===== src/rtl/hazard_controller_if.sv =====
// Pipeline hazard signalling between the core pipeline and the hazard controller.
// The pipeline side drives requests and exceptions; the controller returns the freeze/flush controls.
interface hazard_controller_if #(
    parameter int CNT_WIDTH = 32
);
    logic                 load_related_1;
    logic                 load_related_2;
    logic                 stall_req_if;
    logic                 stall_req_ex;
    logic                 stall_req_mem;
    logic                 exc_flag;
    logic [31:0]          exc_pc;
    logic                 cnt_clear;
    logic [4:0]           stall;
    logic                 flush;
    logic [31:0]          flush_pc;
    logic [CNT_WIDTH-1:0] stall_cycles;
    logic                 stall_timeout;

    modport master (
        output load_related_1, load_related_2, stall_req_if, stall_req_ex,
               stall_req_mem, exc_flag, exc_pc, cnt_clear,
        input  stall, flush, flush_pc, stall_cycles, stall_timeout
    );

    modport slave (
        input  load_related_1, load_related_2, stall_req_if, stall_req_ex,
               stall_req_mem, exc_flag, exc_pc, cnt_clear,
        output stall, flush, flush_pc, stall_cycles, stall_timeout
    );
endinterface


===== src/rtl/hazard_controller.sv =====
// Pipeline hazard controller: prioritised stall generation, exception flush sequencing,
// stall-cycle statistics and a sticky stall watchdog.
module hazard_controller #(
    parameter int TIMEOUT_CYCLES = 255,
    parameter int CNT_WIDTH      = 32
) (
    input  logic               clk,
    input  logic               rst,
    hazard_controller_if.slave bus
);
    typedef enum logic [1:0] {RUN, EXC_PEND, FLUSH} state_t;

    localparam logic [7:0]           LP_RUN_LAST = 8'(TIMEOUT_CYCLES - 1);
    localparam logic [CNT_WIDTH-1:0] LP_CNT_ONE  = CNT_WIDTH'(1);

    state_t               r_state;
    state_t               w_next;
    logic [4:0]           w_stall;
    logic                 w_exc_take;
    logic [31:0]          r_flush_pc;
    logic [CNT_WIDTH-1:0] r_stall_cycles;
    logic [7:0]           r_run_len;
    logic                 r_timeout;

    // Only a RUN-state exception is accepted; later ones are dropped so the first wins.
    assign w_exc_take = (r_state == RUN) && bus.exc_flag;

    always_comb begin
        w_stall = 5'b00000;
        if (rst || r_state == FLUSH)
            w_stall = 5'b00000;
        else if (r_state == EXC_PEND || w_exc_take || bus.stall_req_mem)
            w_stall = 5'b11111;
        else if (bus.stall_req_ex)
            w_stall = 5'b01111;
        else if (bus.load_related_1 || bus.load_related_2)
            w_stall = 5'b00111;
        else if (bus.stall_req_if)
            w_stall = 5'b00011;
    end

    always_comb begin
        w_next = r_state;
        case (r_state)
            RUN:      if (bus.exc_flag) w_next = bus.stall_req_mem ? EXC_PEND : FLUSH;
            EXC_PEND: if (!bus.stall_req_mem) w_next = FLUSH;
            FLUSH:    w_next = RUN;
            default:  w_next = RUN;
        endcase
    end

    always_ff @(posedge clk) begin
        if (rst) begin
            r_state        <= RUN;
            r_flush_pc     <= 32'h0;
            r_stall_cycles <= '0;
            r_run_len      <= 8'h0;
            r_timeout      <= 1'b0;
        end else begin
            r_state <= w_next;
            if (w_exc_take)
                r_flush_pc <= bus.exc_pc;
            if (bus.cnt_clear)
                r_stall_cycles <= '0;
            else if (w_stall[0])
                r_stall_cycles <= r_stall_cycles + LP_CNT_ONE;
            if (!w_stall[0])
                r_run_len <= 8'h0;
            else if (r_run_len != 8'hFF)
                r_run_len <= r_run_len + 8'h1;
            // Set on the edge where the run length becomes TIMEOUT_CYCLES; sticky until reset.
            if (w_stall[0] && r_run_len == LP_RUN_LAST)
                r_timeout <= 1'b1;
        end
    end

    assign bus.stall         = w_stall;
    assign bus.flush         = !rst && (r_state == FLUSH);
    assign bus.flush_pc      = r_flush_pc;
    assign bus.stall_cycles  = r_stall_cycles;
    assign bus.stall_timeout = r_timeout;
endmodule

===== src/flat_wrapper.sv =====
// flat-port wrapper written by rule: the top's interface ports become plain ports
module hazard_controller_flat 
#(
    parameter int TIMEOUT_CYCLES = 255,
    parameter int CNT_WIDTH      = 32
)
  (clk, rst, bus_load_related_1, bus_load_related_2, bus_stall_req_if, bus_stall_req_ex, bus_stall_req_mem, bus_exc_flag, bus_exc_pc, bus_cnt_clear, bus_stall, bus_flush, bus_flush_pc, bus_stall_cycles, bus_stall_timeout);
  hazard_controller_if #(.CNT_WIDTH(CNT_WIDTH)) bus_i ();
  input  logic clk;
  input  logic rst;
  input wire logic [$bits(bus_i.load_related_1)-1:0] bus_load_related_1;
  input wire logic [$bits(bus_i.load_related_2)-1:0] bus_load_related_2;
  input wire logic [$bits(bus_i.stall_req_if)-1:0] bus_stall_req_if;
  input wire logic [$bits(bus_i.stall_req_ex)-1:0] bus_stall_req_ex;
  input wire logic [$bits(bus_i.stall_req_mem)-1:0] bus_stall_req_mem;
  input wire logic [$bits(bus_i.exc_flag)-1:0] bus_exc_flag;
  input wire logic [$bits(bus_i.exc_pc)-1:0] bus_exc_pc;
  input wire logic [$bits(bus_i.cnt_clear)-1:0] bus_cnt_clear;
  output wire logic [$bits(bus_i.stall)-1:0] bus_stall;
  output wire logic [$bits(bus_i.flush)-1:0] bus_flush;
  output wire logic [$bits(bus_i.flush_pc)-1:0] bus_flush_pc;
  output wire logic [$bits(bus_i.stall_cycles)-1:0] bus_stall_cycles;
  output wire logic [$bits(bus_i.stall_timeout)-1:0] bus_stall_timeout;
  assign bus_i.load_related_1 = bus_load_related_1;
  assign bus_i.load_related_2 = bus_load_related_2;
  assign bus_i.stall_req_if = bus_stall_req_if;
  assign bus_i.stall_req_ex = bus_stall_req_ex;
  assign bus_i.stall_req_mem = bus_stall_req_mem;
  assign bus_i.exc_flag = bus_exc_flag;
  assign bus_i.exc_pc = bus_exc_pc;
  assign bus_i.cnt_clear = bus_cnt_clear;
  assign bus_stall = bus_i.stall;
  assign bus_flush = bus_i.flush;
  assign bus_flush_pc = bus_i.flush_pc;
  assign bus_stall_cycles = bus_i.stall_cycles;
  assign bus_stall_timeout = bus_i.stall_timeout;
  hazard_controller #(.TIMEOUT_CYCLES(TIMEOUT_CYCLES), .CNT_WIDTH(CNT_WIDTH)) u_core (.clk(clk), .rst(rst), .bus(bus_i));
endmodule

===== config.mk =====
export PLATFORM = sky130hd
export DESIGN_NAME = hazard_controller_flat
export DESIGN_NICKNAME = d
export VERILOG_FILES = /design/src/rtl/hazard_controller_if.sv /design/src/rtl/hazard_controller.sv /design/src/flat_wrapper.sv
export SDC_FILE = /design/constraint.sdc
export NUM_CORES = 1
export LEC_CHECK = 0
export CAP_MARGIN = 25
export CORE_MARGIN = 2
export CORE_UTILIZATION = 45
export DETAILED_ROUTE_END_ITERATION = 8
export MAX_ROUTING_LAYER = met4
export PLACE_DENSITY = 0.87
export SYNTH_ARGS = -nofsm -noshare
export SYNTH_HDL_FRONTEND = slang
export SYNTH_SLANG_ARGS = --single-unit
export TNS_END_PERCENT = 50

===== constraint.sdc =====
create_clock -name clk -period 2.3 [get_ports clk]
set_clock_uncertainty 0.1 [all_clocks]
set_input_delay 0.46 -clock clk [delete_from_list [all_inputs] [get_ports clk]]
set_output_delay 0.46 -clock clk [all_outputs]
set_load 0.01 [all_outputs]

# Word level (Yosys, flattened, before mapping)
# Index checks and enable logic that the tools add are counted.
# word_totals
ramBits	0
out_inout_bits	71
n_memories	0
latchBits	0
romBits	0
reg_bits	75
# classes
n_addsub	2
n_mux	9
n_eq_ne	6
n_shift	0
n_bitwise	1
order_cmp	0
n_div	0
reduce_logical	12
multipliers	0
# op_table
operator	count
adder 32 x 1 -> 32 bit, second input constant	1
two-way mux 5 bit	4
adder 8 x 1 -> 8 bit, second input constant	1
== test 8 bit, second input constant	1
two-way mux 2 bit	4
inequality test 8 bit, second input constant	1
logical OR 1 bit	4
inequality test 2 bit, second input constant	2
one-hot mux 2 bit (2 select lines)	1
OR reduction 2 bit	2
logical AND 1 bit	3
== test 2 x 1 -> 1 bit, second input constant	1
== test 2 bit, second input constant	1
logical NOT 2 bit	1
AND reduction 2 bit	1
logical NOT 1 bit	1
NOT 1 bit	1

# Depth between registers and ports, before layout
# Gate-level depths: netlist (run 1).
# depth
depth_word	8
mapped_depth	7
ltp_nobuf	6

# Worst setup path before layout (run 1)
# OpenSTA, ideal clock, no wires.
# synth_path
kind	input to output
startpoint	input port bus_stall_req_ex
endpoint	output port bus_stall[1]
n_path_buf	1
setup_slack_ns	0.141
stages	5
t_arrival_ns	1.599
cell_sequence	nor4_1 -> nor3_4 -> nor2_2 -> inv_1 -> buf_4
# synth_via
elab_chain_cells	3
# synth_rtl
item	line	source
start, declared	flat_wrapper.sv:14	input wire logic [$bits(bus_i.stall_req_ex)-1:0] bus_stall_req_ex;
two-way mux 5 bit	hazard_controller.sv:34	else if (bus.stall_req_ex)
two-way mux 5 bit	hazard_controller.sv:32	else if (r_state == EXC_PEND || w_exc_take || bus.stall_req_mem)
two-way mux 5 bit	hazard_controller.sv:30	if (rst || r_state == FLUSH)
end, declared	flat_wrapper.sv:19	output wire logic [$bits(bus_i.stall)-1:0] bus_stall;
# No other way between the ends.

# Worst setup path in the final report (run 1)
# layout_path
startpoint	input port bus_stall_req_mem
endpoint	output port bus_stall[3]
# layout_via
elab_chain_cells	3
# layout_rtl
item	line	source
start, declared	flat_wrapper.sv:15	input wire logic [$bits(bus_i.stall_req_mem)-1:0] bus_stall_req_mem;
logical OR 1 bit	hazard_controller.sv:32	
two-way mux 5 bit	hazard_controller.sv:32	
two-way mux 5 bit	hazard_controller.sv:30	
# No other way between the ends.

==> results of run 1 <==
## registers in the layout, indices dropped and copies added (netlist names)
| signal | flops |
|---|---|
| u_core.bus.flush_pc | 32 |
| u_core.bus.stall_cycles | 32 |
| u_core.r_state | 2 |
| u_core.bus.stall_timeout | 1 |
| u_core.r_run_len | 8 |
## how the worst min path moves through the flow
stage	cells after the start	endpoint	slack (ns)	startpoint
floorplan	1	u_core.r_state[1]	0.36	u_core.r_state[1]
global placement	2	u_core.bus.flush_pc[13]	0.34	u_core.bus.flush_pc[13]
detailed placement	2	u_core.bus.flush_pc[13]	0.35	u_core.bus.flush_pc[13]
CTS	2	u_core.bus.flush_pc[1]	0.35	u_core.bus.flush_pc[1]
global route	2	u_core.bus.flush_pc[1]	0.37	u_core.bus.flush_pc[1]
finish	2	u_core.bus.flush_pc[12]	0.35	u_core.bus.flush_pc[12]
## per-stage QoR
stage | std cells | worst slack [ns] | instance area [µm²] | hold WS, ns | power (mW)
4_1_cts | 606 | 0.007255 | 4716 | 0.3547 | 2.817
2_1_floorplan | 383 | 0.1408 | 3178 | 0.3606 | 1.591
6_report | 607 | 0.07333 | 4723 | 0.3518 | 2.799
3_5_place_dp | 588 | -0.5352 | 4481 | 0.3457 | 1.815
5_1_grt | 607 | 0.02166 | 4723 | 0.3703 | 2.907
3_3_place_gp | 588 | -0.5485 | 4481 | 0.3405 | 1.799
## cell families after synthesis
family          after synthesis  synth area share, %
xor+xnor                     20                5.512
buf+inv                      30                4.094
fa+ha+maj                     3                1.181
flops                        75                47.24
compound gates               93                17.36
simple gates                162                24.61
## cell usage after synthesis, types with 4 or more instances
library cell	number	area, µm²
nand2_1	78	292.8
dfxtp_1	75	1501
a21oi_1	54	270.3
nor2_1	26	97.59
clkbuf_1	18	67.56
or3_1	13	81.33
xor2_1	13	113.9
nand3_1	12	60.06
o21ai_0	12	60.06
o211ai_1	9	67.56
inv_1	7	26.28
xnor2_1	7	61.31
nand4_1	4	25.02
nor3_1	4	20.02
nor4_1	4	25.02
o31ai_1	4	30.03
or4_1	4	30.03
## power breakdown
group / total, mW / switching (mW) / internal [mW]
combinational: 0.393 / 0.183 / 0.210
clock: 1.01 / 0.456 / 0.555
sequential: 1.40 / 0.0418 / 1.35
total: 2.80 / 0.680 / 2.12
## timing repair
action	4_1_cts	5_1_grt
pin swaps	2	3
setup buffers	3	0
endpoints found under the hold margin	0	0
setup endpoints to repair	6	7
resized for setup	22	4
## routing by layer
metal,wire length (µm),up-vias,share of wire (%)
li1,-,1569,-
met5,0,-,0
met1,3519,1471,41
met3,736,13,8.5
met4,139,0,1.6
met2,4236,139,49
## worst max-delay path, delay by kind of cell
| kind | cells | cell delay, ns |
|---|---|---|
| AND/OR/NAND/NOR | 1 | 0.17 |
| buffers and inverters | 4 | 0.82 |
| AO/OA/AOI/OAI | 2 | 0.21 |
## area by class of cell
| cell class | count | area share (%) |
|---|---|---|
| Sequential cell | 75 | 31.81 |
| Clock inverter | 2 | 0.7417 |
| Timing Repair Buffer | 135 | 27.50 |
| Inverter | 7 | 0.5563 |
| Antenna cell | 1 | 0.05298 |
| Clock buffer | 13 | 3.364 |
| Tap cell | 96 | 2.543 |
| Multi-Input combinational cell | 278 | 33.43 |
==> out/results.tsv, run 1 <==
metric	value	unit
status	complete, no violations	
Slew Limit Headroom	67.93	%
drc violations	0	
pwr dens	592.7	mW/mm²
Worst setup EP type	output pin	
commonest non-fill, non-tap cell in the layout	clkdlybuf4s50_1	
Clk Latency, worst-skew pair	0.34	ns
GR Layer Usage met3	6.409	%
library cells used by synthesis	40	
min Tclk post-route	2.227	ns
fin. max-slew vios	0	
most frequent cells in the layout	98 x clkdlybuf4s50_1, 78 x nand2_1, 74 x dfxtp_1	
total CTS buffers	9	
1st-pass router iterations	4	
multi-input logic area	0.001579	mm²
Starting Density	46.52	%
largest net degree at the start of global routing	33	
Worst setup SP type	input pin	
routed vias	3192	
total gr overflow	0	
r2r setup slk	0.15	ns
NumNets Final	550	
clock tree buffer depth	2	
final worst-path cycle share	96.81	%
via/cell ratio	5.259	
worst flop-to-flop path endpoint	u_core.bus.stall_cycles[25]	
R2R cell count	10	
Netlist Area Pre-Place	0.003178	mm²
EDFF count, synth	0	
PortBufs	111	
gr usage total	23.42	%
Synthesized Nets	427	
Clock H-tree levels	3	
Post-Syn Area per Cell	8.298	µm²
Hold Fails Final Rpt	0	
setup violators final	0	
clk sinks	75	
met1 usage	26.89	%
FFs w/ async S/R, synth	0	%
Max stage delay on crit path	0.27	ns
LEAKAGE	1.675	nW
core area	0.006832	mm²
Synth Register Bits	75	
final WL	8632	µm
Post-DP HPWL	6269	µm
Root Driver	clkbuf_8	
initial antenna violation count	1	
Die Width	88.04	µm
Seq. cell area	0.001503	mm²
crit path launch	bus_stall_req_mem	
GRT busiest layer	met2	
fraction of final layout cells sized beyond drive strength 1	10.98	%
die span in y	88.04	µm
met2 usage	39.26	%
DRT iter0 DRCs	89	
first-pass GRT wire length	13680	µm
Area growth syn-to-layout	48.62	%
Setup crit end	bus_stall[3]	
CTS tree	yes	
# rows	30	
RD Place Congestion	0.8066	
worst r2r src	u_core.r_state[0]	
register area share after synthesis	47.24	%
# IOs	112	
Die ar.	0.007750	mm²
Mapped Cells	383	
dominant synthesized flop cell	dfxtp_1	
ANT nets after route	0	
Worst Path Arrival	1.67	ns
measured slew at the worst slew-check pin	0.4767	ns
Worst IR Drop VDD	0.4713	mV
Final Util	69.14	%
FMAX	449.1	MHz
worst min-delay path category	reg -> reg	
unrepaired setup endpoints after global routing	false	
setup TNS	0	ns
CTS Hold Bufs	0	
YS warnings	0	
slowest CP cell	dlygate4sd2_1	
type of the worst setup path	in -> out	
vias in the first global route	3117	
clk slew on worst S/H paths	0.07	ns
fill count	543	
crit path cell chain	dlygate4sd2_1 -> nor3_2 -> a211oi_2 -> buf_4 -> buf_4 -> a21o_1 -> dlygate4sd2_1	
crit path max fanout	4	
Routed wire per std cell	14.22	µm
worst path required time	1.74	ns
total of max-cap violations	0	
Note: power is estimated with default switching activity, not from simulation.
==> inputs of run 2 (changes only) <==
CAP_MARGIN = unset   (was 25)
RECOVER_POWER = 50   (was unset)
==> run 2 against run 1 <==
  * Via count increased by 0.44%
  * Final cell count unchanged
  * Global-route usage unchanged
  * Clock power about the same
  * Cell area decreased by 0.45%
  * Combinational power decreased by 4%
  * Critical path type unchanged
  * Highest routed layer unchanged
==> out/results.tsv, run 2 (synthesis results as in run 1) <==
metric	value	unit	change
Clk Latency, worst-skew pair	0.34	ns	about the same
Worst Hold Endpoint	u_core.bus.flush_pc[12]		
Final Util	68.83	%	-0.31 points
ANT nets after route	0		unchanged
R2R cell count	10		unchanged
Max stage delay on crit path	0.27	ns	about the same
delay-heaviest family, CP	buffers and inverters		
Worst setup EP type	output pin		
die span in y	88.04	µm	unchanged
LEAKAGE	1.724	nW	+3.0%
Die ar.	0.007750	mm²	unchanged
type of the worst setup path	in -> out		
total of max-cap violations	0		unchanged
# rows	30		unchanged
fraction of final layout cells sized beyond drive strength 1	10.78	%	-0.20 points
1st-pass router iterations	4		unchanged
Root Driver	clkbuf_8		
routed vias	3206		+0.44%
Clock H-tree levels	3		unchanged
fin. max-slew vios	0		unchanged
crit path launch	bus_stall_req_mem		
Area growth syn-to-layout	47.95	%	
Slew Limit Headroom	37.40	%	-31 points
pwr dens	592.3	mW/mm²	about the same
crit path max fanout	4		unchanged
WHS	0.3518	ns	+0.00001800 ns
NumNets Final	550		unchanged
Hold Path Stages	2		unchanged
Stages on worst setup path	7		unchanged
clock tree buffer depth	2		unchanged
RD Place Congestion	0.8066		unchanged
drc violations	0		unchanged
initial antenna violation count	1		unchanged
# IOs	112		unchanged
min Tclk post-route	2.227	ns	+0.0006976 ns
Hold Fails Final Rpt	0		unchanged
worst path bufs/invs	4		unchanged
DRT iter0 DRCs	97		+9.0%
largest net degree at the start of global routing	33		unchanged
final worst-path cycle share	96.84	%	about the same
core area	0.006832	mm²	unchanged
r2r setup slk	0.15	ns	about the same
clk slew on worst S/H paths	0.07	ns	about the same
vias in the first global route	3117		unchanged
unrepaired setup endpoints after global routing	false		
min-delay src	u_core.bus.flush_pc[12]		
slowest CP cell	dlygate4sd2_1		
pre-CTS WS	-0.5352	ns	unchanged
PortBufs	111		unchanged
Inst Count DP	588		unchanged
fill count	546		+0.55%
Pwr Total	2.785	mW	-0.51%
FMAX	449.0	MHz	about the same
first-pass GRT wire length	13680	µm	unchanged
via/cell ratio	5.282		+0.44%
worst min-delay path category	reg -> reg		
commonest non-fill, non-tap cell in the layout	nand2_1		
total CTS buffers	9		unchanged
worst path required time	1.74	ns	about the same
measured slew at the worst slew-check pin	0.9390	ns	+0.4623 ns
Starting Density	46.52	%	unchanged
status	complete, no violations		
Setup WS post-layout	0.07263	ns	-0.0006976 ns
final WL	8642	µm	+0.12%
crit path cell chain	dlygate4sd2_1 -> nor3_2 -> a211oi_2 -> buf_4 -> buf_4 -> a21o_1 -> dlygate4sd2_1		
CTS tree	yes		
Post-DP HPWL	6269	µm	unchanged
total gr overflow	0		unchanged
Die Width	88.04	µm	unchanged
fin cells	607		unchanged
Worst IR Drop VDD	0.4704	mV	-0.20%
Routed wire per std cell	14.24	µm	+0.12%
most frequent cells in the layout	78 x nand2_1, 74 x dfxtp_1, 73 x clkdlybuf4s50_1		
gr usage total	23.42	%	unchanged
setup violators final	0		unchanged
worst r2r src	u_core.r_state[0]		
Worst Path Arrival	1.67	ns	about the same
clk sinks	75		unchanged
Worst setup SP type	input pin		
worst flop-to-flop path endpoint	u_core.bus.stall_cycles[25]		
[run 2: cell count changes in the layout (fill, tap and decap cells not counted), sizes merged]
cell	previous run	this run
buf	24	21
clkdlybuf4s50	98	73
clkbuf	13	16
dlygate4sd3	0	25
dlymetal6s2s	1	0
clkdlybuf4s25	0	1
[run 2: layout make-up]
type                    count  area [µm²]  area share [%]
diodes                      1       2.502         0.05322
clock buffers              13       158.9           3.379
clock inverters             2       35.03          0.7451
inverters                   7       26.28          0.5588
multi-input cells         278        1579           33.58
flip-flops and latches     75        1503           31.96
well taps                  96       120.1           2.555
repair buffers            135        1277           27.17
[run 2: tightest hold or removal path, cell delays in order (launching register included)]
cell	delay (ns)
dfxtp_1	0.31
nand2_1	0.05
a21oi_1	0.05
[run 2: per-stage QoR]
| step | setup TNS (ns) | instance area [µm²] |
|---|---|---|
| final | 0 | 4702 |
| after global routing | 0 | 4702 |
| after CTS | 0 | 4716 |
| after detailed placement | -8.410 | 4481 |
| after global placement | -7.648 | 4481 |
| after floorplan | 0 | 3178 |
[run 2: per-layer routing]
metal  global-route usage (%)  vias to the layer above  wire (µm)
met5                        -                        -          0
met3                    6.409                       13        725
met2                    39.26                      132       4231
li1                         -                     1573          -
met4                    8.402                        0        139
met1                    26.89                     1488       3545
[run 2: repair_timing]
action / CTS / global route
gates cloned: 0 / 0
pin swaps: 2 / 3
hold buffers: 0 / 0
gates resized for setup: 22 / 4
endpoints found under the hold margin: 0 / 0
setup buffers: 3 / 0
endpoints found under the setup margin: 6 / 7
[run 2: power by group]
group	switching, mW	internal, mW
Sequential	0.0406	1.35
Combinational	0.182	0.197
Clock	0.456	0.555
[run 2: worst max-delay path by stage]
stage,end,slack [ns]
floorplan,bus_stall[1],0.14
global placement,bus_stall[0],-0.55
detailed placement,bus_stall[0],-0.54
CTS,bus_stall[2],0.007
global route,bus_stall[0],0.02
finish,bus_stall[3],0.07
